## config.mk

```make
export PLATFORM = sky130hd
export DESIGN_NAME = alu_operand_stage
export DESIGN_NICKNAME = d
export VERILOG_FILES = /design/src/rtl/mips_pkg.sv /design/src/rtl/operand_fwd_sel.sv /design/src/rtl/alu_operand_stage.sv
export SDC_FILE = /design/constraint.sdc
export NUM_CORES = 1
export LEC_CHECK = 0
export ABC_AREA = 1
export BUFFER_PORTS_ARGS = -buffer_cell sky130_fd_sc_hd__clkbuf_2
export CAP_MARGIN = 10
export CORE_ASPECT_RATIO = 1.75
export CORE_MARGIN = 4
export CORE_UTILIZATION = 52
export DETAILED_ROUTE_END_ITERATION = 16
export PLACE_DENSITY_LB_ADDON = 0.08
export REMOVE_ABC_BUFFERS = 1
export SLEW_MARGIN = 20
export SYNTH_ARGS = -nofsm -noshare
export SYNTH_HDL_FRONTEND = slang
export SYNTH_HIERARCHICAL = 1
export SYNTH_SLANG_ARGS = --single-unit
```

## constraint.sdc

```tcl
create_clock -name clock -period 2.2 [get_ports clock]
set_input_delay 0.22 -clock clock [delete_from_list [all_inputs] [get_ports clock]]
set_output_delay 0.22 -clock clock [all_outputs]
set_load 0.02 [all_outputs]
```

## src/rtl/mips_pkg.sv

```systemverilog
// rtl/mips_pkg.sv - shared widths and forward-source encoding for the MIPS operand path
package mips_pkg;

    localparam int WIDTH_DEF      = 32;
    localparam int REG_ADDR_W_DEF = 5;

    typedef enum logic [1:0] {
        FWD_NONE  = 2'b00,
        FWD_MEMWB = 2'b01,
        FWD_EXMEM = 2'b10
    } fwd_sel_t;

endpackage

```

## src/rtl/operand_fwd_sel.sv

```systemverilog
// rtl/operand_fwd_sel.sv - combinational RAW-hazard forward select for one source register
module operand_fwd_sel
    import mips_pkg::*;
#(
    parameter int WIDTH      = WIDTH_DEF,
    parameter int REG_ADDR_W = REG_ADDR_W_DEF
) (
    input  logic [REG_ADDR_W-1:0] i_reg,
    input  logic [WIDTH-1:0]      i_reg_data,
    input  logic                  i_exmem_wr,
    input  logic [REG_ADDR_W-1:0] i_exmem_rd,
    input  logic [WIDTH-1:0]      i_exmem_result,
    input  logic                  i_memwb_wr,
    input  logic [REG_ADDR_W-1:0] i_memwb_rd,
    input  logic [WIDTH-1:0]      i_memwb_result,
    output logic [WIDTH-1:0]      o_value,
    output fwd_sel_t              o_sel
);

    logic w_nonzero;

    assign w_nonzero = (i_reg != '0);

    // Younger producer (EX/MEM) wins over MEM/WB; $zero is hard-wired and never forwarded
    always_comb begin
        o_value = i_reg_data;
        o_sel   = FWD_NONE;
        if (i_exmem_wr && (i_exmem_rd == i_reg) && w_nonzero) begin
            o_value = i_exmem_result;
            o_sel   = FWD_EXMEM;
        end else if (i_memwb_wr && (i_memwb_rd == i_reg) && w_nonzero) begin
            o_value = i_memwb_result;
            o_sel   = FWD_MEMWB;
        end
    end

endmodule

```

## src/rtl/alu_operand_stage.sv

```systemverilog
// rtl/alu_operand_stage.sv - registered ID/EX operand stage with forwarding; FWD_COUNT_EN adds forward counters
module alu_operand_stage
    import mips_pkg::*;
#(
    parameter int WIDTH      = WIDTH_DEF,
    parameter int REG_ADDR_W = REG_ADDR_W_DEF
`ifdef FWD_COUNT_EN
    ,
    parameter int CNT_W      = 16
`endif
) (
    input  logic                  clock,
    input  logic                  reset,
    input  logic                  in_valid,
    input  logic                  stall,
    input  logic                  flush,
    input  logic [WIDTH-1:0]      readData1,
    input  logic [WIDTH-1:0]      readData2,
    input  logic [WIDTH-1:0]      signExtend,
    input  logic [REG_ADDR_W-1:0] rs,
    input  logic [REG_ADDR_W-1:0] rt,
    input  logic                  aluSrc,
    input  logic                  exmemRegWrite,
    input  logic [REG_ADDR_W-1:0] exmemRd,
    input  logic [WIDTH-1:0]      exmemResult,
    input  logic                  memwbRegWrite,
    input  logic [REG_ADDR_W-1:0] memwbRd,
    input  logic [WIDTH-1:0]      memwbResult,
    output logic [WIDTH-1:0]      opA,
    output logic [WIDTH-1:0]      opB,
    output logic [WIDTH-1:0]      storeData,
    output logic                  out_valid,
    output fwd_sel_t              fwdA,
    output fwd_sel_t              fwdB
`ifdef FWD_COUNT_EN
    ,
    output logic [CNT_W-1:0]      fwdCountExmem,
    output logic [CNT_W-1:0]      fwdCountMemwb
`endif
);

    logic [WIDTH-1:0] w_val_a;
    logic [WIDTH-1:0] w_val_b;
    logic [WIDTH-1:0] w_op_b;
    fwd_sel_t         w_sel_a;
    fwd_sel_t         w_sel_b;
    logic             w_load;

    logic [WIDTH-1:0] r_op_a;
    logic [WIDTH-1:0] r_op_b;
    logic [WIDTH-1:0] r_store_data;
    logic             r_valid;
    fwd_sel_t         r_fwd_a;
    fwd_sel_t         r_fwd_b;

    operand_fwd_sel #(.WIDTH(WIDTH), .REG_ADDR_W(REG_ADDR_W)) u_fwd_rs (
        .i_reg          (rs),
        .i_reg_data     (readData1),
        .i_exmem_wr     (exmemRegWrite),
        .i_exmem_rd     (exmemRd),
        .i_exmem_result (exmemResult),
        .i_memwb_wr     (memwbRegWrite),
        .i_memwb_rd     (memwbRd),
        .i_memwb_result (memwbResult),
        .o_value        (w_val_a),
        .o_sel          (w_sel_a)
    );

    operand_fwd_sel #(.WIDTH(WIDTH), .REG_ADDR_W(REG_ADDR_W)) u_fwd_rt (
        .i_reg          (rt),
        .i_reg_data     (readData2),
        .i_exmem_wr     (exmemRegWrite),
        .i_exmem_rd     (exmemRd),
        .i_exmem_result (exmemResult),
        .i_memwb_wr     (memwbRegWrite),
        .i_memwb_rd     (memwbRd),
        .i_memwb_result (memwbResult),
        .o_value        (w_val_b),
        .o_sel          (w_sel_b)
    );

    // The immediate replaces only opB; storeData and fwdB keep reporting the rt path
    assign w_op_b = aluSrc ? signExtend : w_val_b;
    assign w_load = !flush && !stall;

    // Pipeline register: reset beats flush, flush beats stall; data loads even for invalid slots
    always_ff @(posedge clock) begin
        if (reset) begin
            r_op_a       <= '0;
            r_op_b       <= '0;
            r_store_data <= '0;
            r_valid      <= 1'b0;
            r_fwd_a      <= FWD_NONE;
            r_fwd_b      <= FWD_NONE;
        end else if (flush) begin
            r_op_a       <= '0;
            r_op_b       <= '0;
            r_store_data <= '0;
            r_valid      <= 1'b0;
            r_fwd_a      <= FWD_NONE;
            r_fwd_b      <= FWD_NONE;
        end else if (!stall) begin
            r_op_a       <= w_val_a;
            r_op_b       <= w_op_b;
            r_store_data <= w_val_b;
            r_valid      <= in_valid;
            r_fwd_a      <= w_sel_a;
            r_fwd_b      <= w_sel_b;
        end
    end

    assign opA       = r_op_a;
    assign opB       = r_op_b;
    assign storeData = r_store_data;
    assign out_valid = r_valid;
    assign fwdA      = r_fwd_a;
    assign fwdB      = r_fwd_b;

`ifdef FWD_COUNT_EN
    logic             w_hit_exmem;
    logic             w_hit_memwb;
    logic [CNT_W-1:0] r_cnt_exmem;
    logic [CNT_W-1:0] r_cnt_memwb;

    // One count per instruction, no matter whether one or both operands used the source
    assign w_hit_exmem = in_valid && ((w_sel_a == FWD_EXMEM) || (w_sel_b == FWD_EXMEM));
    assign w_hit_memwb = in_valid && ((w_sel_a == FWD_MEMWB) || (w_sel_b == FWD_MEMWB));

    // Saturating event counters, advancing only on real loads and cleared only by reset
    always_ff @(posedge clock) begin
        if (reset) begin
            r_cnt_exmem <= '0;
            r_cnt_memwb <= '0;
        end else if (w_load) begin
            if (w_hit_exmem && (r_cnt_exmem != '1)) begin
                r_cnt_exmem <= r_cnt_exmem + 1'b1;
            end
            if (w_hit_memwb && (r_cnt_memwb != '1)) begin
                r_cnt_memwb <= r_cnt_memwb + 1'b1;
            end
        end
    end

    assign fwdCountExmem = r_cnt_exmem;
    assign fwdCountMemwb = r_cnt_memwb;
`else
    logic w_unused_load;
    assign w_unused_load = w_load;
`endif

endmodule

```

Word-level counts from Yosys, hierarchy flattened
Index checks and enable logic that the tools add are counted.
{ "op_classes": {"eq_ne": 4, "n_mux": 9, "n_reduce_logical": 11} }
{ "op_table": {"columns": ["op", "count"], "rows": [
  ["$mux 32", 5],
  ["$eq 5x5->1", 4],
  ["$reduce_bool 5->1", 2],
  ["$logic_and 1x1->1", 8],
  ["$mux 2", 2],
  ["$mux 1", 2],
  ["$reduce_or 2->1", 1]
]} }
{ "word_totals": {"register_bits": 101} }

Logic depth before layout (Yosys ltp)
Gate-level depths: netlist of the first run.
{ "depth": {"ltp_word": 6, "depth_mapped": 15, "ltp_nobuf": 14} }

Hierarchy
Netlist of the first run, hierarchy kept.
{ "modules_own_cells": {"columns": ["module", "instances", "cells_each", "area_per_inst_um2", "seq_area_each_um2"], "rows": [
  ["alu_operand_stage", 1, 574, 4025.1, 2021.9],
  ["operand_fwd_sel", 2, 288, 1298.7, 0.0]
]} }

Least setup slack after synthesis of the first run
Ideal clock, no wire load.
{ "synth_path": {"kind": "input to register", "start": "input rt[1]", "end": "register r_op_b[11] (netlist: opB[11])", "t_arrival_ns": 1.202, "t_required_ns": 2.083, "setup_slack_ns": 0.880, "path_stages": 13, "n_path_buf": 1, "cell_sequence": "inv_2 -> nand3_1 -> nor2_2 -> nor2_2 -> nand2_4 -> inv_4 -> buf_2 -> nand2_1 -> nand2_1 -> inv_1 -> nor2_1 -> nor2_1 -> nor2_1"} }
{ "synth_between": {"elab_chain_cells": 6, "elab_cells_between_ends": 10, "classes_between": "eq/ne: 2; mux: 3; reduce/logical: 5"} }
{ "synth_lines": {"columns": ["element", "line_no", "text"], "rows": [
  ["from (decl)", "alu_operand_stage.sv:21", "input logic [REG_ADDR_W-1:0] rt,"],
  ["$eq 5x5->1", "operand_fwd_sel.sv:31", "end else if (i_memwb_wr && (i_memwb_rd == i_reg) && w_nonzero) begin"],
  ["$logic_and 1x1->1 (2 in series)", "operand_fwd_sel.sv:31", null],
  ["$mux 32", "operand_fwd_sel.sv:31", null],
  ["$mux 32 *", "operand_fwd_sel.sv:28", "if (i_exmem_wr && (i_exmem_rd == i_reg) && w_nonzero) begin"],
  ["via w_val_b[11]", "alu_operand_stage.sv:43", "logic [WIDTH-1:0] w_val_b;"],
  ["$mux 32 *", "alu_operand_stage.sv:83", "assign w_op_b = aluSrc ? signExtend : w_val_b;"],
  ["to (signal assigned)", "alu_operand_stage.sv:104", "r_op_b <= w_op_b;"],
  ["to (decl)", "alu_operand_stage.sv:50", "logic [WIDTH-1:0] r_op_b;"]
]} }
Mark *: on every way through the listed nets, which the timed path passes. The rest lies on a longest branch.
A chain may end at the register's enable or synchronous reset.

Worst setup path in the final report of the first run
{ "layout_path": {"start": "input exmemRd[0]", "end": "register r_op_b[12] (netlist: opB[12])"} }
{ "layout_between": {"elab_chain_cells": 5} }
{ "layout_lines": {"columns": ["element", "line_no", "text"], "rows": [
  ["from (decl)", "alu_operand_stage.sv:24", "input logic [REG_ADDR_W-1:0] exmemRd,"],
  ["$eq 5x5->1", "operand_fwd_sel.sv:28", null],
  ["$logic_and 1x1->1 (2 in series)", "operand_fwd_sel.sv:28", null],
  ["$mux 32", "operand_fwd_sel.sv:28", null],
  ["via w_val_b[12]", "alu_operand_stage.sv:43", null],
  ["$mux 32", "alu_operand_stage.sv:83", null]
]} }
The timed path passes the listed nets, and every way through them passes these cells.

==> results of run 1 <==
[per-stage QoR]
step | hold slack [ps] | setup slack (ps) | utilization | cells | setup TNS, ps
floorplan | 349 | -846 | - | 1080 | -78640
global placement | 440 | 326 | 0.636 | 1552 | 0
detailed placement | 446 | 309 | 0.636 | 1552 | 0
CTS | 85.7 | 684 | 0.662 | 1568 | 0
global route | 112 | 413 | 0.662 | 1569 | 0
finish | 92.1 | 666 | 0.662 | 1569 | 0
[flip-flops by register name, summed over array words and instances (netlist names)]
| signal | cells |
|---|---|
| fwdA | 2 |
| fwdB | 2 |
| opA | 32 |
| opB | 32 |
| out_valid | 1 |
| storeData | 32 |
[final timing paths]
kind / cells past startpoint / slack, ps / from / endpoint
setup / recovery: 12 / 670 / exmemRd[0] / opB[12]
hold / removal: 3 / 90 / in_valid / out_valid
setup reg to reg: 2 / 1530 / opB[26] / opB[26]
hold reg to reg: 2 / 510 / opA[14] / opA[14]
[power groups by stage]
stage / logic [uW] / clock network, uW / registers, uW
2_1_floorplan: 472 / 0 / 2090
3_3_place_gp: 1030 / 0 / 1990
3_5_place_dp: 1030 / 0 / 1990
4_1_cts: 1040 / 1790 / 1950
5_1_grt: 1170 / 1870 / 1960
6_report: 1040 / 1770 / 1950
[routing by layer]
metal	track usage	up-vias
met2	0.516	289
li1	-	3951
met5	0	-
met1	0.342	3396
met3	0.0545	45
met4	0.136	0
[cell families (layout without fill, tap and decap cells)]
group | after synthesis | count (layout) | synth area share
flip-flops | 101 | 101 | 0.305
XOR/XNOR | 6 | 6 | 0.00793
AND/OR/NAND/NOR | 687 | 687 | 0.430
other | 0 | 1 | 0
buffers and inverters | 255 | 505 | 0.180
AO/OA/AOI/OAI | 101 | 101 | 0.0763
[final cells by class]
cell class | instances | area, sq um
fillers | 1266 | 4220
inverters | 185 | 702
multi-input cells | 794 | 3410
clock buffers | 9 | 225
repair buffers | 304 | 1600
clock inverters | 7 | 103
flip-flops and latches | 101 | 2020
diodes | 1 | 2.50
well taps | 168 | 210
[cells in the final DEF, fill, tap and decap left out]
cell,instances
o21ai_0,60
nor2_1,240
or2_1,4
inv_4,3
xnor2_1,6
nand2_4,4
inv_1,172
nor2_4,5
inv_2,8
o21ai_1,41
nand2_1,290
nand2_2,2
nor2_2,6
clkinv_1,2
clkinvlp_4,1
buf_4,13
clkinv_4,1
diode_2,1
nand3_2,2
inv_6,3
bufinv_16,2
clkbuf_2,288
dfxtp_1,101
nand3_1,134
buf_12,3
clkbuf_16,9
[worst max-delay path: stages]
cell      delay (ps)
clkbuf_2         110
xnor2_1          180
nand2_1           90
nor2_2           150
nand2_4          190
inv_4            400
nand2_1           90
nand2_1          120
inv_1             50
nor2_1            80
nor2_1            50
nor2_1            70
[synthesized netlist by cell type (all sizes together)]
master	n	area [sq um]
buf	57	443
clkbuf	13	48.8
clkinv	2	7.51
dfxtp	101	2020
inv	183	694
nand2	296	1150
nand3	136	691
nor2	251	987
o21ai	101	505
or2	4	25.0
xnor2	6	52.6
==> flow_metrics.env, run 1 <==
export IMPL_cts_buffer_depth=2
export IMPL_ir_drop_mv=0.388
export IMPL_port_buffers=288
export IMPL_swShare=0.305
export IMPL_fin_crit_sh=0.697
export IMPL_clk_latency_ps=340
export IMPL_hold_violations=0
export IMPL_drc=0
export IMPL_finalPower_uw=4760
export IMPL_critPathKind="in -> reg"
export IMPL_io_pins=289
export IMPL_wl_met2_um=11100
export IMPL_comb_power_share=0.218
export IMPL_worst_ep_arrival_time_ps=1820
export IMPL_p_leak_uw=0.00505
export IMPL_fmax_mhz=652
export IMPL_clockRootBuffer="clkbuf_16"
export IMPL_antenna_found_initial=1
export IMPL_design_area_sq_um=8280
export IMPL_crit_required_ps=2490
export IMPL_power_frac_seq=0.410
export IMPL_crit_path_end_kind="flip-flop"
export IMPL_num_vias=7681
export IMPL_wirelength_um=22100
export IMPL_place_area_sq_um=7950
export IMPL_status="completed"
export IMPL_cts_num_sinks=101
export IMPL_worstMarginPinSlew_ps=782
export IMPL_via_per_inst=4.90
export IMPL_area_growth_pct=25.0
export IMPL_p_switching_uw=1450
export IMPL_highest_layer="met4"
export IMPL_grt_max_degree=102
export IMPL_grt_use_total=0.294
export IMPL_die_h_um=157
export IMPL_wire_per_inst_um=14.1
export IMPL_clk_pin_slew_ps=70
export IMPL_yosysUniqueCellTypes=21
export IMPL_clock_skew_ps=0
export IMPL_drt_met1_wl_um=8490
export IMPL_setup_violations=0
export IMPL_dieArea_sq_um=14700
export IMPL_place_congestion=0.965
export IMPL_p_int_uw=3310
export IMPL_clockPowerShare=0.372
export IMPL_seq_area_frac_synth=0.305
export IMPL_core_sq_um=12500
export IMPL_cellPowerDensity_nw_per_um2=575
export IMPL_grt_pass1_wl_um=34400
export IMPL_worstPathMaxFanout=34
export IMPL_grt_pass1_vias=7118
export IMPL_synth_area_per_cell_sq_um=5.76
export IMPL_max_slew_margin=0.479
export IMPL_netlist_area_sq_um=6620
export IMPL_layout_drive_gt1_share=0.250
export IMPL_drtAntennaViolNets=0
export IMPL_nets=1583
export IMPL_cts_max_level=3
export IMPL_numCtsBuffers=9
export IMPL_cap_violations=0
export IMPL_hpwl_um=15300
export IMPL_startpoint_type="primary input"
export IMPL_period_minus_slack_ps=1530
export IMPL_ys_ff_latch=101
export IMPL_drt_iter0_markers=378
export IMPL_die_x_um=93.3
export IMPL_slew_violations=0
export IMPL_cts_tree="built"
export IMPL_hold_buffers=0
export IMPL_hold_path_class="in -> reg"
export IMPL_start_util=0.530
export IMPL_first_pass_iters=5
export IMPL_ctsResizeCount=0
export IMPL_rsz0062_at_grt="false"
export IMPL_met3_length_um=1770
export IMPL_syn_inst=1150
export IMPL_grt_overflow=0
export IMPL_rows=54
export IMPL_post_cts_buffers=0
export IMPL_yosysWarnings=6
No activity file was read; power rests on OpenSTA's default activity.
==> run 2: changes to the inputs <==
CORE_UTILIZATION = 49   (was 52)
clock period = 1.6 ns   (was 2.2 ns; I/O delays follow)
==> flow_metrics.env, run 2 (synthesis gave the netlist of run 1 again) <==
export IMPL_max_stage_delay_ps=210
export IMPL_wirelength_um=22500
export IMPL_max_slew_margin=0.728
export IMPL_drc=0
export IMPL_slowest_stage="buf_12"
export IMPL_worst_slack_ps=405
export IMPL_slew_violations=0
export IMPL_first_pass_iters=5
export IMPL_reg2reg_depth=2
export IMPL_dieArea_sq_um=15500
export IMPL_setup_violations=0
export IMPL_startpoint_type="primary input"
export IMPL_rsz0062_at_grt="false"
export IMPL_ctsResizeCount=0
export IMPL_die_x_um=95.9
export IMPL_hold_buffers=0
export IMPL_start_util=0.497
export IMPL_grt_overflow=0
export IMPL_hold_violations=0
export IMPL_p_leak_uw=0.00515
export IMPL_nets=1596
export IMPL_numCtsBuffers=9
export IMPL_mostFrequentLayoutCell="nand2_1"
export IMPL_wire_per_inst_um=14.2
export IMPL_grt_pass1_vias=7586
export IMPL_cts_num_sinks=101
export IMPL_crit_required_ps=1890
export IMPL_clk_pin_slew_ps=80
export IMPL_place_congestion=0.857
export IMPL_layout_drive_gt1_share=0.256
export IMPL_cts_max_level=3
export IMPL_crit_path_frequent_cell="nor2_1"
export IMPL_num_vias=7760
export IMPL_grt_pass1_wl_um=35500
export IMPL_hpwl_um=16100
export IMPL_clock_skew_ps=0
export IMPL_port_buffers=288
export IMPL_most_common_layout_cells="nand2_1, clkbuf_2, nor2_1"
export IMPL_preCtsSetupSlack_ps=22.8
export IMPL_worst_ep_arrival_time_ps=1490
export IMPL_cp_cell_sequence="clkbuf_2 -> inv_2 -> nand3_1 -> nor2_2 -> nor2_2 -> nand2_4 -> buf_12 -> nand3_1 -> nand2_1 -> inv_1 -> nor2_1 -> nor2_1 -> nor2_1"
export IMPL_clk_latency_ps=340
export IMPL_period_minus_slack_ps=1200
export IMPL_clockRootBuffer="clkbuf_16"
export IMPL_cts_buffer_depth=2
export IMPL_grt_max_degree=102
export IMPL_tns_ps=0
export IMPL_ir_drop_mv=0.460
export IMPL_critPathKind="in -> reg"
export IMPL_hold_path_class="in -> reg"
export IMPL_crit_path_end_kind="flip-flop"
export IMPL_cellPowerDensity_nw_per_um2=746
export IMPL_rows=56
export IMPL_via_per_inst=4.89
export IMPL_worstMarginPinSlew_ps=409
export IMPL_post_cts_buffers=0
export IMPL_drtAntennaViolNets=0
export IMPL_cts_tree="built"
export IMPL_core_sq_um=13300
export IMPL_area_growth_pct=28.2
export IMPL_worstPathMaxFanout=32
export IMPL_diodes=0
export IMPL_status="completed"
export IMPL_fmax_mhz=837
export IMPL_antenna_found_initial=0
export IMPL_grt_use_total=0.287
export IMPL_fin_crit_sh=0.747
export IMPL_hold_depth=3
export IMPL_drt_iter0_markers=382
export IMPL_io_pins=289
export IMPL_die_h_um=162
export IMPL_cap_violations=0
-- run 2: routing by layer --
metal  vias to the layer above  GRT usage  share of wire
met5                         -          0              0
met3                        65     0.0570          0.075
met1                      3428      0.320           0.38
li1                       3973          -              -
met4                         0      0.133          0.046
met2                       294      0.510           0.50
-- run 2: path summary, 6_finish.rpt --
kind | from | endpoint | slack, ps
worst max-delay path | rt[4] | opB[16] | 400
worst min-delay path | in_valid | out_valid | 30
worst max register to register | storeData[16] | storeData[16] | 940
worst min register to register | storeData[21] | storeData[21] | 500
-- run 2: stage by stage --
step / hold WS [ps] / util / power (uW) / std cells / instance area [sq um]
3_5_place_dp: 382 / 0.616 / 4210 / 1571 / 8200
4_1_cts: 14.8 / 0.638 / 6380 / 1587 / 8490
5_1_grt: 22.7 / 0.638 / 6650 / 1587 / 8490
3_3_place_gp: 379 / 0.616 / 4200 / 1571 / 8200
6_report: 27.5 / 0.638 / 6340 / 1587 / 8490
2_1_floorplan: 289 / - / 3520 / 1080 / 6130
-- run 2: worst max-delay path: cells and delay by family --
kind | cells | cell delay, ps
buf+inv | 4 | 430
simple gates | 9 | 880
-- run 2: layout make-up --
cell class / instances / area [sq um]
sequential: 101 / 2020
clock buffer: 11 / 243
timing repair buffer: 317 / 1850
fill: 1431 / 4820
clock inverter: 5 / 43.8
tap: 174 / 218
multi-input combinational: 794 / 3410
inverter: 185 / 702
-- run 2: report_power, final --
part | switching, uW | internal [uW] | total, uW
logic | 904 | 565 | 1470
clock network | 1060 | 1120 | 2190
registers | 58.7 | 2620 | 2680
==> run 3: changes to the inputs <==
CORE_UTILIZATION = 44   (was 49)
clock period = 1 ns   (was 1.6 ns; I/O delays follow)
==> flow_metrics.env, run 3 (synthesis gave the netlist of run 1 again) <==
export IMPL_crit_path_frequent_cell="nand2_1"
export IMPL_antenna_found_initial=2
export IMPL_preCtsSetupSlack_ps=-524
export IMPL_wirelength_um=27600
export IMPL_slowest_stage="clkbuf_16"
export IMPL_cts_num_sinks=101
export IMPL_clock_skew_ps=0
export IMPL_worst_ep_arrival_time_ps=1520
export IMPL_crit_path_end_kind="flip-flop"
export IMPL_clk_pin_slew_ps=80
export IMPL_violations="negative setup slack"
export IMPL_hold_violations=0
export IMPL_drtAntennaViolNets=0
export IMPL_max_slew_margin=0.587
export IMPL_rsz0062_at_grt="true"
export IMPL_die_h_um=170
export IMPL_cp_num_buf_inv=5
export IMPL_grt_max_degree=74
export IMPL_area_growth_pct=61.3
export IMPL_worst_slack_ps=-235
export IMPL_grt_overflow=0
export IMPL_cp_cell_sequence="buf_8 -> buf_6 -> inv_2 -> nand2_1 -> nand2_1 -> nand2_2 -> nor2_4 -> nand2_4 -> buf_12 -> clkbuf_16 -> nand2_1 -> nand3_1 -> nand2_1 -> nor2_1 -> nor2_1"
export IMPL_ir_drop_mv=0.831
export IMPL_nets=1649
export IMPL_max_stage_delay_ps=170
export IMPL_most_common_layout_cells="clkbuf_2, nor2_1, nand2_1"
export IMPL_slew_violations=0
export IMPL_rows=59
export IMPL_clk_latency_ps=340
export IMPL_cts_max_level=3
export IMPL_grt_pass1_vias=7595
export IMPL_status="complete, but fails checks"
export IMPL_startpoint_type="primary input"
export IMPL_grt_pass1_wl_um=38400
export IMPL_mostFrequentLayoutCell="clkbuf_2"
export IMPL_port_buffers=288
export IMPL_cts_buffer_depth=2
export IMPL_setup_violations=98
export IMPL_cellPowerDensity_nw_per_um2=1060
export IMPL_critPathKind="in -> reg"
export IMPL_core_sq_um=14800
export IMPL_fillCellCount=1303
export IMPL_place_congestion=0.878
export IMPL_worstPathMaxFanout=6
export IMPL_hpwl_um=17000
export IMPL_cts_tree="built"
export IMPL_layout_drive_gt1_share=0.439
export IMPL_multi_input_area_sq_um=4460
export IMPL_via_per_inst=5.11
export IMPL_fin_crit_sh=1.23
export IMPL_first_pass_iters=5
export IMPL_drc=0
export IMPL_numCtsBuffers=9
export IMPL_p_leak_uw=0.00595
export IMPL_dieArea_sq_um=17200
export IMPL_path_delay_family="simple AND/OR/NAND/NOR gates"
export IMPL_crit_required_ps=1280
export IMPL_register_area_sq_um=2030
export IMPL_grt_use_total=0.282
export IMPL_tns_ps=-11100
export IMPL_die_x_um=101
export IMPL_io_pins=289
export IMPL_finalPower_uw=11400
export IMPL_period_minus_slack_ps=1230
export IMPL_fmax_mhz=810
export IMPL_wire_per_inst_um=16.7
export IMPL_cap_violations=0
export IMPL_clockRootBuffer="clkbuf_16"
export IMPL_hold_path_class="in -> reg"
export IMPL_start_util=0.446
export IMPL_num_vias=8418
export IMPL_worstMarginPinSlew_ps=620
export IMPL_drt_iter0_markers=377
run 3: repair_timing:
item | in CTS | in global routing
endpoints found under the hold margin | 1 | 0
setup buffers | 8 | 13
hold buffers | 1 | 0
endpoints found under the setup margin | 91 | 124
gates cloned | 6 | 13
resized for setup | 55 | 369
pin swaps | 45 | 178
run 3: power breakdown:
group          internal, uW  total [uW]  switching (uW)
clock network          2320        3940            1620
registers              4200        4300            97.8
logic                  1330        3140            1810
run 3: metrics by stage:
stage	hold slack [ps]	util	cell area [sq um]	std cells
finish	46.1	0.720	10700	1648
global route	76.3	0.720	10700	1648
CTS	39.7	0.616	9140	1625
detailed placement	344	0.566	8400	1597
global placement	322	0.566	8400	1597
floorplan	229	-	6130	1080
run 3: area by class of cell:
| type | count | area share |
|---|---|---|
| diodes | 1 | 0.000234 |
| flip-flops and latches | 101 | 0.190 |
| inverters | 185 | 0.0697 |
| multi-input cells | 794 | 0.418 |
| well taps | 183 | 0.0214 |
| clock inverters | 3 | 0.00644 |
| repair buffers | 370 | 0.271 |
| clock buffers | 11 | 0.0237 |
run 3: path summary, 6_finish.rpt:
kind              slack [ps]  endpoint           from  depth (start not counted)
setup / recovery        -230   opA[25]     memwbRd[4]                         15
hold / removal            50    opB[0]  signExtend[0]                          5
setup reg to reg         310   opB[24]        opB[24]                          2
hold reg to reg          510    opA[8]         opA[8]                          2
run 3: worst register-to-register path: cells and delay by family, from the launching register on:
kind / cells / cell delay (ps)
compound gates: 1 / 190
flops: 1 / 320
simple gates: 1 / 80
run 3: routing by layer:
metal	vias to the layer above	GRT usage	part of all wire
li1	4103	-	-
met1	3839	0.333	0.36
met2	383	0.498	0.51
met3	91	0.0505	0.075
met4	2	0.106	0.055
met5	-	0	0.00047
